**src/rtl/debug_reg_scheduler_pkg.sv**
```systemverilog
// Shared types and default geometry for the register-file debug snapshot scheduler.
package debug_screen_pkg;

  typedef enum logic [1:0] {
    IDLE = 2'd0,
    SCAN = 2'd1,
    EXT  = 2'd2
  } dbg_sched_state_t;

  localparam int unsigned DEF_NUM_REGS = 32;
  localparam int          DEF_AW       = 5;
  localparam int          DEF_DW       = 32;
  localparam int          DEF_CNT_W    = 16;

endpackage

```
**src/rtl/debug_reg_scheduler_if.sv**
```systemverilog
// Bundles the CPU debug port, display read port, debugger handshake and status of the scheduler.
interface debug_reg_scheduler_if
  import debug_screen_pkg::*;
#(
  parameter int AW    = DEF_AW,
  parameter int DW    = DEF_DW,
  parameter int CNT_W = DEF_CNT_W
);
  logic             frame_start;
  logic             hold;
  logic [AW-1:0]    rf_addr;
  logic [DW-1:0]    rf_data;
  logic [AW-1:0]    disp_addr;
  logic [DW-1:0]    disp_data;
  logic             ext_req;
  logic [AW-1:0]    ext_addr;
  logic             ext_gnt;
  logic [DW-1:0]    ext_data;
  logic             snap_busy;
  logic             snap_done;
  logic [CNT_W-1:0] snap_count;

  modport slave (
    input  frame_start, hold, rf_data, disp_addr, ext_req, ext_addr,
    output rf_addr, disp_data, ext_gnt, ext_data, snap_busy, snap_done, snap_count
  );

  modport master (
    output frame_start, hold, rf_data, disp_addr, ext_req, ext_addr,
    input  rf_addr, disp_data, ext_gnt, ext_data, snap_busy, snap_done, snap_count
  );
endinterface

```
**src/rtl/debug_reg_scheduler_shadow_regs.sv**
```systemverilog
// Shadow copy of the register file: one write port, one combinational read port returning 0 out of range.
module debug_shadow_regs
  import debug_screen_pkg::*;
#(
  parameter int unsigned NUM_REGS = DEF_NUM_REGS,
  parameter int          AW       = DEF_AW,
  parameter int          DW       = DEF_DW
) (
  input  logic          clk,
  input  logic          resetn,
  input  logic          we,
  input  logic [AW-1:0] waddr,
  input  logic [DW-1:0] wdata,
  input  logic [AW-1:0] raddr,
  output logic [DW-1:0] rdata
);

  logic [DW-1:0] mem_q [NUM_REGS];

  always_ff @(posedge clk or negedge resetn) begin
    if (!resetn) begin
      for (int i = 0; i < int'(NUM_REGS); i++) mem_q[i] <= '0;
    end else if (we) begin
      for (int i = 0; i < int'(NUM_REGS); i++) begin
        if (waddr == AW'(i)) mem_q[i] <= wdata;
      end
    end
  end

  // Addresses with no matching entry fall through to the zero default.
  always_comb begin
    rdata = '0;
    for (int i = 0; i < int'(NUM_REGS); i++) begin
      if (raddr == AW'(i)) rdata = mem_q[i];
    end
  end

endmodule

```
**src/rtl/debug_reg_scheduler.sv**
```systemverilog
// Arbitrates the CPU register-file debug read port between a per-frame snapshot scan and an external debugger.
module debug_reg_scheduler
  import debug_screen_pkg::*;
#(
  parameter int unsigned NUM_REGS = DEF_NUM_REGS,
  parameter int          AW       = DEF_AW,
  parameter int          DW       = DEF_DW,
  parameter int          CNT_W    = DEF_CNT_W
) (
  input logic                  clk,
  input logic                  resetn,
  debug_reg_scheduler_if.slave bus
);

  localparam logic [AW-1:0] LAST_IDX = AW'(NUM_REGS - 1);

  dbg_sched_state_t state_q;
  logic [AW-1:0]    idx_q;
  logic [AW-1:0]    rf_addr_q;
  logic             pend_q;
  logic             pend_d;
  logic             ext_gnt_q;
  logic [DW-1:0]    ext_data_q;
  logic             snap_busy_q;
  logic             snap_done_q;
  logic [CNT_W-1:0] snap_count_q;
  logic             shadow_we;

  // A new frame request survives the cycle that consumes the previous one.
  assign pend_d    = bus.frame_start & ~bus.hold;
  assign shadow_we = (state_q == SCAN);

  always_ff @(posedge clk or negedge resetn) begin
    if (!resetn) begin
      state_q      <= IDLE;
      idx_q        <= '0;
      rf_addr_q    <= '0;
      pend_q       <= 1'b0;
      ext_gnt_q    <= 1'b0;
      ext_data_q   <= '0;
      snap_busy_q  <= 1'b0;
      snap_done_q  <= 1'b0;
      snap_count_q <= '0;
    end else begin
      ext_gnt_q   <= 1'b0;
      snap_done_q <= 1'b0;
      if (pend_d) pend_q <= 1'b1;

      unique case (state_q)
        IDLE: begin
          if (bus.ext_req) begin
            state_q   <= EXT;
            rf_addr_q <= bus.ext_addr;
            ext_gnt_q <= 1'b1;
          end else if (pend_q) begin
            state_q     <= SCAN;
            idx_q       <= '0;
            rf_addr_q   <= '0;
            snap_busy_q <= 1'b1;
            pend_q      <= pend_d;
          end
        end

        EXT: begin
          ext_data_q <= bus.rf_data;
          rf_addr_q  <= '0;
          // Going straight to a pending scan keeps a busy debugger from starving the snapshot.
          if (pend_q) begin
            state_q     <= SCAN;
            idx_q       <= '0;
            snap_busy_q <= 1'b1;
            pend_q      <= pend_d;
          end else begin
            state_q <= IDLE;
          end
        end

        SCAN: begin
          if (idx_q == LAST_IDX) begin
            state_q      <= IDLE;
            rf_addr_q    <= '0;
            snap_busy_q  <= 1'b0;
            snap_done_q  <= 1'b1;
            snap_count_q <= snap_count_q + CNT_W'(1);
          end else begin
            idx_q     <= idx_q + AW'(1);
            rf_addr_q <= idx_q + AW'(1);
          end
        end

        default: state_q <= IDLE;
      endcase
    end
  end

  debug_shadow_regs #(
    .NUM_REGS (NUM_REGS),
    .AW       (AW),
    .DW       (DW)
  ) u_shadow (
    .clk    (clk),
    .resetn (resetn),
    .we     (shadow_we),
    .waddr  (idx_q),
    .wdata  (bus.rf_data),
    .raddr  (bus.disp_addr),
    .rdata  (bus.disp_data)
  );

  assign bus.rf_addr    = rf_addr_q;
  assign bus.ext_gnt    = ext_gnt_q;
  assign bus.ext_data   = ext_data_q;
  assign bus.snap_busy  = snap_busy_q;
  assign bus.snap_done  = snap_done_q;
  assign bus.snap_count = snap_count_q;

endmodule

```
**src/flat_wrapper.sv**
```systemverilog
// flat-port wrapper written by rule: the top's interface ports become plain ports
module debug_reg_scheduler_flat import debug_screen_pkg::*;
#(
  parameter int unsigned NUM_REGS = DEF_NUM_REGS,
  parameter int          AW       = DEF_AW,
  parameter int          DW       = DEF_DW,
  parameter int          CNT_W    = DEF_CNT_W
)
  (clk, resetn, bus_frame_start, bus_hold, bus_rf_data, bus_disp_addr, bus_ext_req, bus_ext_addr, bus_rf_addr, bus_disp_data, bus_ext_gnt, bus_ext_data, bus_snap_busy, bus_snap_done, bus_snap_count);
  debug_reg_scheduler_if #(.AW(AW), .DW(DW), .CNT_W(CNT_W)) bus_i ();
  input logic clk;
  input logic resetn;
  input wire logic [$bits(bus_i.frame_start)-1:0] bus_frame_start;
  input wire logic [$bits(bus_i.hold)-1:0] bus_hold;
  input wire logic [$bits(bus_i.rf_data)-1:0] bus_rf_data;
  input wire logic [$bits(bus_i.disp_addr)-1:0] bus_disp_addr;
  input wire logic [$bits(bus_i.ext_req)-1:0] bus_ext_req;
  input wire logic [$bits(bus_i.ext_addr)-1:0] bus_ext_addr;
  output wire logic [$bits(bus_i.rf_addr)-1:0] bus_rf_addr;
  output wire logic [$bits(bus_i.disp_data)-1:0] bus_disp_data;
  output wire logic [$bits(bus_i.ext_gnt)-1:0] bus_ext_gnt;
  output wire logic [$bits(bus_i.ext_data)-1:0] bus_ext_data;
  output wire logic [$bits(bus_i.snap_busy)-1:0] bus_snap_busy;
  output wire logic [$bits(bus_i.snap_done)-1:0] bus_snap_done;
  output wire logic [$bits(bus_i.snap_count)-1:0] bus_snap_count;
  assign bus_i.frame_start = bus_frame_start;
  assign bus_i.hold = bus_hold;
  assign bus_i.rf_data = bus_rf_data;
  assign bus_i.disp_addr = bus_disp_addr;
  assign bus_i.ext_req = bus_ext_req;
  assign bus_i.ext_addr = bus_ext_addr;
  assign bus_rf_addr = bus_i.rf_addr;
  assign bus_disp_data = bus_i.disp_data;
  assign bus_ext_gnt = bus_i.ext_gnt;
  assign bus_ext_data = bus_i.ext_data;
  assign bus_snap_busy = bus_i.snap_busy;
  assign bus_snap_done = bus_i.snap_done;
  assign bus_snap_count = bus_i.snap_count;
  debug_reg_scheduler #(.NUM_REGS(NUM_REGS), .AW(AW), .DW(DW), .CNT_W(CNT_W)) u_core (.clk(clk), .resetn(resetn), .bus(bus_i));
endmodule
```
**config.mk**
```make
export PLATFORM = sky130hd
export DESIGN_NAME = debug_reg_scheduler_flat
export DESIGN_NICKNAME = d
export VERILOG_FILES = /design/src/rtl/debug_reg_scheduler_pkg.sv /design/src/rtl/debug_reg_scheduler_if.sv /design/src/rtl/debug_reg_scheduler_shadow_regs.sv /design/src/rtl/debug_reg_scheduler.sv /design/src/flat_wrapper.sv
export SDC_FILE = /design/constraint.sdc
export NUM_CORES = 1
export LEC_CHECK = 0
export CELL_PAD_IN_SITES_DETAIL_PLACEMENT = 1
export CELL_PAD_IN_SITES_GLOBAL_PLACEMENT = 2
export CORE_MARGIN = 2
export CORE_UTILIZATION = 44
export CTS_CLUSTER_DIAMETER = 200
export CTS_CLUSTER_SIZE = 20
export DETAILED_ROUTE_END_ITERATION = 6
export PLACE_DENSITY = 0.8
export SYNTH_ARGS = -nofsm -noshare
export SYNTH_HDL_FRONTEND = slang
export SYNTH_SLANG_ARGS = --single-unit
```
**constraint.sdc**
```tcl
create_clock -name clk -period 4.45 [get_ports clk]
set_clock_uncertainty 0.2 [all_clocks]
set_input_delay 1.335 -clock clk [delete_from_list [all_inputs] [get_ports clk]]
set_output_delay 1.335 -clock clk [all_outputs]
set_load 0.05 [all_outputs]
```
-- Word level (Yosys, flattened, before mapping)
Cells that the tools add are included.
- flip-flop bits (word level): 1088
- input port bits: 47
- logic and storage cells: 210
- add/sub/neg operators: 2
- equal/unequal tests: 68
- mux-type cells: 57
- bitwise logic cells: 2
- reduce and logical (&&, ||, !) cells: 40
- operator list (kind ; number):
    32-bit two-way mux ; 32
    5-bit equality test (second input constant) ; 32
    5-bit by 4-bit equality test with 1-bit output (second input constant) ; 16
    2-bit AND reduction ; 34
    5-bit by 3-bit equality test with 1-bit output (second input constant) ; 8
    5-bit two-way mux ; 6
    5-bit case mux with 3 select lines ; 2
    5-bit by 2-bit equality test with 1-bit output (second input constant) ; 4
    16-bit by 1-bit adder with 16-bit output (second input constant) ; 1
    1-bit two-way mux ; 11
    5-bit by 1-bit equality test with 1-bit output (second input constant) ; 2
    5-bit zero test ; 2
    2-bit two-way mux ; 3
    2-bit != test (second input constant) ; 3
    2-bit case mux with 3 select lines ; 1
    3-bit AND reduction ; 2
    5-bit by 1-bit adder with 5-bit output (second input constant) ; 1
    3-bit by 2-bit != test with 1-bit output (second input constant) ; 1
    1-bit case mux with 3 select lines ; 1
    3-bit nonzero test ; 1
    2-bit by 1-bit equality test with 1-bit output (second input constant) ; 1
    2-bit equality test (second input constant) ; 1
    2-bit zero test ; 1
    1-bit case mux with 2 select lines ; 1
    other kinds (2) ; 2

-- Depth between registers and ports, before layout
Gate-level depths: netlist (run 1).
- depth in word-level cells: 33
- mapped depth: 11
- depth with buffers taken out: 11

-- Hierarchy
A second synthesis (run 1) with hierarchy kept.
- cells, all modules: 4118
- area total of the unflattened synthesis: 51252.9 sq um
- modules (own cells, without submodules) (module ; instances ; cells an instance ; area an instance (sq um) ; seq. area each (sq um)):
    debug_shadow_regs ; 1 ; 3899 ; 48484.0 ; 25624.6
    debug_reg_scheduler ; 1 ; 219 ; 2768.9 ; 1601.5

-- Least setup slack after synthesis (run 1)
OpenSTA, ideal clock, no wires.
- path type: input -> output
- start: input bus_disp_addr[3]
- end: output bus_disp_data[28]
- arrival: 3.787 ns
- data required time: 2.915 ns
- path slack: -0.872 ns
- stages on the path: 9
- buffers on the path: 3
- path through: buf_4 buf_6 or3b_1 clkbuf_1 nor2_2 a22oi_1 o211ai_1 o211ai_1 a211oi_1
- longest elaborated chain between the ends: 33
- elaborated cells between the ends (all ways): 64
- classes of those cells: 31 x eq/ne; 32 x mux; 1 x reduce/logical
- ends and longest elaborated chain (item ; RTL line ; source):
    start, declared ; flat_wrapper.sv:16 ; input wire logic [$bits(bus_i.disp_addr)-1:0] bus_disp_addr;
    5-bit zero test ; debug_reg_scheduler_shadow_regs.sv:34 ; if (raddr == AW'(i)) rdata = mem_q[i];
    32-bit two-way mux (31 in series) ; debug_reg_scheduler_shadow_regs.sv:34 ;
    32-bit two-way mux (*) ; debug_reg_scheduler_shadow_regs.sv:34 ;
    end, declared ; flat_wrapper.sv:20 ; output wire logic [$bits(bus_i.disp_data)-1:0] bus_disp_data;
Every way passes the cells marked *; elsewhere a longest branch is shown, timed or not.

-- Worst setup path after layout (run 1)
Ends and elaborated chain as after synthesis.

==> metrics.yaml, run 1 <==
netlist_instances: 4161
clockBufferDepth: 3
reg2reg_to: "u_core.bus.snap_count[13]"
synth_area_leaders: "dfrtp_1 (53%), mux2_2 (24%), nand2_1 (1.9%), a21oi_1 (1.8%), o21ai_0 (1.5%)"
cts_htree_levels: 2
die-area_mm2: 0.119
final_hold_viol_count: 0
cts_tree: "built"
routed_via_density: 6.19
worstPathArrival_ns: 3.69
gp_congestion: 0.855
rsz0062_at_grt: "true"
hold_depth: 1
grt_pass1_wl_mm: 273
drc: 0
cts_num_sinks: 1088
period_share_pct: 118
startpoint: "bus_disp_addr[3]"
layout.nets: 4637
path_max_fanout: 8
synth_top_cell_area_share_pct: 53.1
netlist_top_cells_count: "dfrtp_1 (1088), mux2_2 (1086), nand2_1 (256)"
synth_most_common_cell: "dfrtp_1"
cts_root_buf: "clkbuf_16"
yosysWarnings: 0
clkTransAtPathRegs_ns: 0.08
syn_area_per_cell_um2: 12.3
relSlewSlack_pct: 27.2
wire_per_inst_um: 30.7
synth_edf_count: 0
slew_viol_final: 0
wl_mm: 187
r2r_slack_ns: 0.89
synth_fp_nets: 4219
max_freq_mhz: 191
drv_cap: 0
clkLatencyLatePin_ns: 0.72
vias: 37800
final_util_pct: 54.5
synth_seq_cells: 1088
port_buffers: 134
endpoint_kind: "primary output"
ant_nets: 0
antennaDiodeCount: 0
setup_viol: 32
area_growth_pct: 23.2
grt_util_all_layers_pct: 30.5
start_kind: "input pin"
path_class: "input pin to primary output"
period_minus_slack_ns: 5.23
p_leak_nw: 28.6
grt_start_max_net_pins: 114
crit_end: "bus_disp_data[28]"
io_pins: 135
reg2regPathDepth: 10
fin_total_pwr_mw: 22.8
core-area_mm2: 0.116
tightest_slew_ns: 1.09
fin_ws_ns: -0.780
dr.first_iter.drc_count: 2960
die_y_um: 346
reg2reg_from: "u_core.idx_q[3]"
rows: 125
fill_cells: 11400
overflow: 0
async_flop_share_pct: 100
ctsHoldBuffers: 0
die_w_um: 346
seq_area_frac_synth_pct: 53.1
dr.pass1.iters: 5
dp_hpwl_mm: 120
hold_class: "flip-flop to flip-flop"
post-synth-top-area-cell: "dfrtp_1"
power.density_mw_per_mm2: 361
grt_pass1_vias: 40200
start_util_pct: 44.3
synthFlopType: "dfrtp_1"
syn_area_mm2: 0.0513
drive_above_1_share_pct: 47.2
synth_cell_type_count: 77
hold-worst-slack_ns: 0.282
failed_checks: "setup timing"
status: "complete, but fails checks"
peakVddDrop_uv: 416
antenna_found_initial: 7
cts-buffers-inserted: 60
critical_path_required_ns: 2.91
report_power, final:
part	switching [mW]	internal (mW)
clock	3.38	2.44
sequential	0.561	10.9
combinational	3.12	2.44
total	7.06	15.8
worst min-delay path by stage:
stage | from | end | slack (ns)
3_3_place_gp | u_core.u_shadow.mem_q[13] | u_core.u_shadow.mem_q[13] | 0.26
5_1_grt | u_core.bus.snap_count[15] | u_core.bus.snap_count[15] | 0.30
6_report | u_core.bus.snap_count[15] | u_core.bus.snap_count[15] | 0.28
4_1_cts | u_core.u_shadow.mem_q[12] | u_core.u_shadow.mem_q[12] | 0.29
3_5_place_dp | u_core.u_shadow.mem_q[12] | u_core.u_shadow.mem_q[12] | 0.27
2_1_floorplan | u_core.u_shadow.mem_q[30] | u_core.u_shadow.mem_q[30] | 0.24
logic make-up (layout without fill, tap and decap cells):
kind of cell / after synthesis / count (layout) / share of synthesized area, %
xor+xnor: 17 / 17 / 0.290
flops: 1088 / 1088 / 53.1
simple gates: 664 / 664 / 6.24
fa+ha+maj: 11 / 11 / 0.268
compound gates: 798 / 798 / 10.4
buf+inv: 414 / 833 / 3.69
mux: 1169 / 1169 / 26.0
flip-flops by register name, summed over array words and instances (netlist names):
| register | flops |
|---|---|
| u_core.idx_q | 5 |
| u_core.bus.snap_busy | 1 |
| u_core.state_q | 2 |
| u_core.u_shadow.mem_q | 1024 |
| u_core.pend_q | 1 |
| u_core.bus.ext_gnt | 1 |
| u_core.bus.ext_data | 32 |
| u_core.bus.snap_count | 16 |
| u_core.bus.rf_addr | 5 |
| u_core.bus.snap_done | 1 |
metal layers:
| metal | wire [um] | vias to the layer above | track usage [%] |
|---|---|---|---|
| li1 | - | 15900 | - |
| met1 | 79800 | 20500 | 41.5 |
| met2 | 91200 | 1143 | 50.7 |
| met3 | 10400 | 275 | 4.06 |
| met4 | 5890 | 0 | 9.21 |
| met5 | 0 | - | 0 |
worst max-delay path, stage by stage:
cell and delay [ns]:
buf_12 0.13, buf_6 0.12, or3b_4 0.38, buf_8 0.14
buf_6 0.12, nor2_4 0.15, a22oi_2 0.10, o211ai_1 0.19
o211ai_1 0.31, a211oi_4 0.48, buf_6 0.22
cells in the final DEF (no fill, tap or decap), types with 66 or more instances in the layout:
cell type        instances
buf_4                  443
nor2_1                 118
buf_12                  85
nand2_1                239
a21oi_1                149
clkbuf_16               66
dfrtp_1               1088
clkdlybuf4s50_1         93
buf_6                   79
o21ai_0                121
mux2_2                1084
through the flow:
step                worst slack, ns  TNS [ns]  instances  instance area (um2)
floorplan                    -0.228     -2.24       4161                52300
global placement              -1.15    -25.93       5942                58400
detailed placement            -1.13    -26.12       5942                58400
CTS                          -0.698    -16.83       6062                62200
global route                 -0.766    -19.37       6104                63200
finish                       -0.780    -18.22       6104                63200
what timing repair did:
action / 4_1_cts / 5_1_grt
pin swaps: 120 / 86
cloned: 7 / 6
buffers inserted: 61 / 44
endpoints found under the setup margin: 32 / 32
gates resized for setup: 359 / 127
layout make-up:
cell class                      count  area [um2]  area share [%]
Clock buffer                       61        1530            2.42
Clock inverter                      2        36.3          0.0574
Inverter                           22        91.3           0.145
Multi-Input combinational cell   2659       24700            39.0
Sequential cell                  1088       27200            43.1
Tap cell                         1524        1910            3.02
Timing Repair Buffer              748        7740            12.2
Note: power is estimated with default switching activity, not from simulation.
==> inputs of run 2 (changes only) <==
--- a/config.mk
+++ b/config.mk
@@ -8,11 +8,11 @@
 export CELL_PAD_IN_SITES_DETAIL_PLACEMENT = 1
 export CELL_PAD_IN_SITES_GLOBAL_PLACEMENT = 2
 export CORE_MARGIN = 2
-export CORE_UTILIZATION = 44
+export CORE_UTILIZATION = 47
 export CTS_CLUSTER_DIAMETER = 200
 export CTS_CLUSTER_SIZE = 20
 export DETAILED_ROUTE_END_ITERATION = 6
-export PLACE_DENSITY = 0.8
+export PLACE_DENSITY = 0.85
 export SYNTH_ARGS = -nofsm -noshare
 export SYNTH_HDL_FRONTEND = slang
 export SYNTH_SLANG_ARGS = --single-unit
==> constraint.sdc (replaced) <==
create_clock -name clk -period 6.1 [get_ports clk]
set_clock_uncertainty 0.2 [all_clocks]
set_input_delay 1.83 -clock clk [delete_from_list [all_inputs] [get_ports clk]]
set_output_delay 1.83 -clock clk [all_outputs]
set_load 0.05 [all_outputs]
==> run 2 against run 1 <==
The run still ends with setup timing left. Global-route usage is 1.6 points higher. Final area decreased by 4.9%. Die area decreased by 6.3%. Register-to-register slack gained 1.1 ns. Sequential cell count is the same. Via count decreased by 0.61%. Count of clock-buffer cells in the layout decreased by 1. Sequential share of layout area is 2.2 points higher. Core utilization is 0.86 points higher. Clock power shrank 27%. Combinational power shrank 31%. Setup slack better by 0.76 ns. Critical endpoint is now bus_disp_data[2]. Highest routed layer unchanged.
==> metrics.yaml, run 2 (synthesis gave the netlist of run 1 again) <==
swShare_pct: 30.7  # was 31.0%
path_class: "input pin to primary output"  # unchanged
antenna_found_initial: 4  # was 7
area_growth_pct: 17.2  # was 23.2%
slew_viol_final: 0  # unchanged
relSlewSlack_pct: 15.3  # was 27.2%
clockBufferDepth: 3  # unchanged
hold_class: "flip-flop to flip-flop"  # unchanged
drive_above_1_share_pct: 42.3  # was 47.2%
wl_mm: 181  # was 187 mm
failed_checks: "setup timing"  # unchanged
port_buffers: 134  # unchanged
grt_start_max_net_pins: 118  # was 114
slowest_stage: "a31oi_2"  # was a211oi_4
power.density_mw_per_mm2: 273  # was 361 mW/mm2
die-area_mm2: 0.112  # was 0.119 mm2
core-area_mm2: 0.109  # was 0.116 mm2
peakVddDrop_uv: 271  # was 416 uV
path_buf_inv: 7  # was 5
ant_nets: 0  # unchanged
path_max_fanout: 11  # was 8
clockPowerShare_pct: 25.8  # was 25.5%
p_switching_mw: 5.04  # was 7.06 mW
clkTransAtPathRegs_ns: 0.08  # about the same
clkLatencyLatePin_ns: 0.72  # about the same
setup_viol: 2  # was 32
largest_register_ffs: 1024  # unchanged
layout_commonest_cell: "dfrtp_1"  # unchanged
dr.pass1.iters: 5  # unchanged
wire_per_inst_um: 31.0  # was 30.7 um
cts_tree: "built"  # unchanged
regMostFlops: "u_core.u_shadow.mem_q"  # unchanged
start_util_pct: 47.3  # was 44.3%
drc: 0  # unchanged
endpoint_kind: "primary output"  # unchanged
cts_htree_levels: 2  # unchanged
overflow: 0  # unchanged
cpLargestDelayFamily: "buffers and inverters"  # was compound AO/OA/AOI/OAI gates
rows: 121  # was 125
period_minus_slack_ns: 6.12
fin_total_pwr_mw: 16.4  # was 22.8 mW
gp_congestion: 0.862  # was 0.855
grt_pass1_wl_mm: 268  # was 273 mm
critical_path_required_ns: 4.07  # was 2.91 ns
routed_via_density: 6.42  # was 6.19
cts-buffers-inserted: 60  # unchanged
cts_root_buf: "clkbuf_16"  # unchanged
drv_cap: 0  # unchanged
die_y_um: 334  # was 346 um
fin_tns_setup_ns: -0.0295  # was -18.22 ns
p_int_mw: 11.4  # was 15.8 mW
rsz0062_at_grt: "true"  # unchanged
cts_num_sinks: 1088  # unchanged
dp_hpwl_mm: 118  # was 120 mm
comb_power_share_pct: 23.4  # was 24.4%
worstPathArrival_ns: 4.09  # was 3.69 ns
path_cells: "buf_12 > buf_12 > nand2b_2 > buf_12 > buf_4 > nor2_2 > a22oi_1 > a31oi_2 > a221oi_2 > buf_4 > o221ai_1 > buf_4 > buf_12"  # was buf_12 > buf_6 > or3b_4 > buf_8 > buf_6 > nor2_4 > a22oi_2 > o211ai_1 > o211ai_1 > a211oi_4 > buf_6
max_freq_mhz: 163
period_share_pct: 100
die_w_um: 334  # was 346 um
grt_util_all_layers_pct: 32.0  # was 30.5%
vias: 37600  # was 37.8k
tightest_slew_ns: 1.27  # was 1.09 ns
io_pins: 135  # unchanged
p_seq_share_pct: 50.8  # was 50.1%
layout.nets: 4489  # was 4637
cpMostUsedCell: "buf_12"  # was buf_6
start_kind: "input pin"  # unchanged
status: "complete, but fails checks"  # unchanged
p_leak_nw: 27.4  # was 28.6 nW
layout_common_cells: "dfrtp_1 (1088), mux2_2 (1086), buf_4 (368)"  # was dfrtp_1 (1088), mux2_2 (1084), buf_4 (443)
fin_ws_ns: -0.0166  # was -0.780 ns
dr.first_iter.drc_count: 3412  # was 2960
slowest_delay_ns: 0.24  # was 0.48 ns
grt_pass1_vias: 39900  # was 40.2k
final_hold_viol_count: 0  # unchanged
-- run 2: path summary, 6_finish.rpt --
check / startpoint / slack [ns] / cells past startpoint / end
worst min-delay path: u_core.u_shadow.mem_q[20] / 0.29 / 2 / u_core.u_shadow.mem_q[20]
max in group asynchronous: resetn / 3.41 / 2 / u_core.u_shadow.mem_q[84]
worst min register to register: u_core.u_shadow.mem_q[20] / 0.29 / 2 / u_core.u_shadow.mem_q[20]
worst max register to register: u_core.state_q[1] / 1.96 / 7 / u_core.u_shadow.mem_q[657]
worst max-delay path: bus_disp_addr[0] / -0.02 / 13 / bus_disp_data[2]
min in group asynchronous: resetn / 0.91 / 1 / u_core.u_shadow.mem_q[522]
-- run 2: tightest hold or removal path: cells and delay by family (launching register included) --
kind             cells  cell delay (ns)
AND/OR/NAND/NOR      2             0.11
flip-flops           1             0.35
-- run 2: repair_timing --
action,CTS,global route
setup endpoints to repair,32,30
buffers inserted,9,17
pin swaps,19,35
hold buffers,0,0
gates cloned,0,4
resized for setup,120,115
-- run 2: per-stage QoR --
| stage | std cells | hold slack (ns) | worst slack (ns) | cell area, um2 | utilization (%) |
|---|---|---|---|---|---|
| after floorplan | 4161 | 0.241 | 0.0727 | 51300 | - |
| after global placement | 5754 | 0.259 | -0.450 | 57200 | 52.7 |
| after detailed placement | 5754 | 0.265 | -0.429 | 57200 | 52.7 |
| after CTS | 5826 | 0.287 | -0.0465 | 59300 | 54.7 |
| after global routing | 5847 | 0.312 | -0.0867 | 60100 | 55.4 |
| final | 5848 | 0.287 | -0.0166 | 60100 | 55.4 |
-- run 2: layer usage --
metal	routed length (um)	track usage (%)	vias up
li1	-	-	15600
met1	76100	43.3	20300
met2	87100	52.3	1336
met3	10900	4.11	345
met4	7320	13.2	0
met5	0	0	-
-- run 2: area by class of cell --
type                    count  area [um2]
fillers                 10800       48400
flip-flops and latches   1088       27200
multi-input cells        2659       23200
repair buffers            600        6280
well taps                1414        1770
clock buffers              60        1500
inverters                  22        88.8
clock inverters             4        65.1
diodes                      1        2.50
-- run 2: power by group through the flow --
stage	Sequential (mW)	Clock, mW	Combinational, mW
finish	8.33	4.23	3.83
global route	8.42	4.52	4.03
CTS	8.32	4.30	3.76
detailed placement	8.45	0	3.69
global placement	8.40	0	3.61
floorplan	8.76	0	1.76
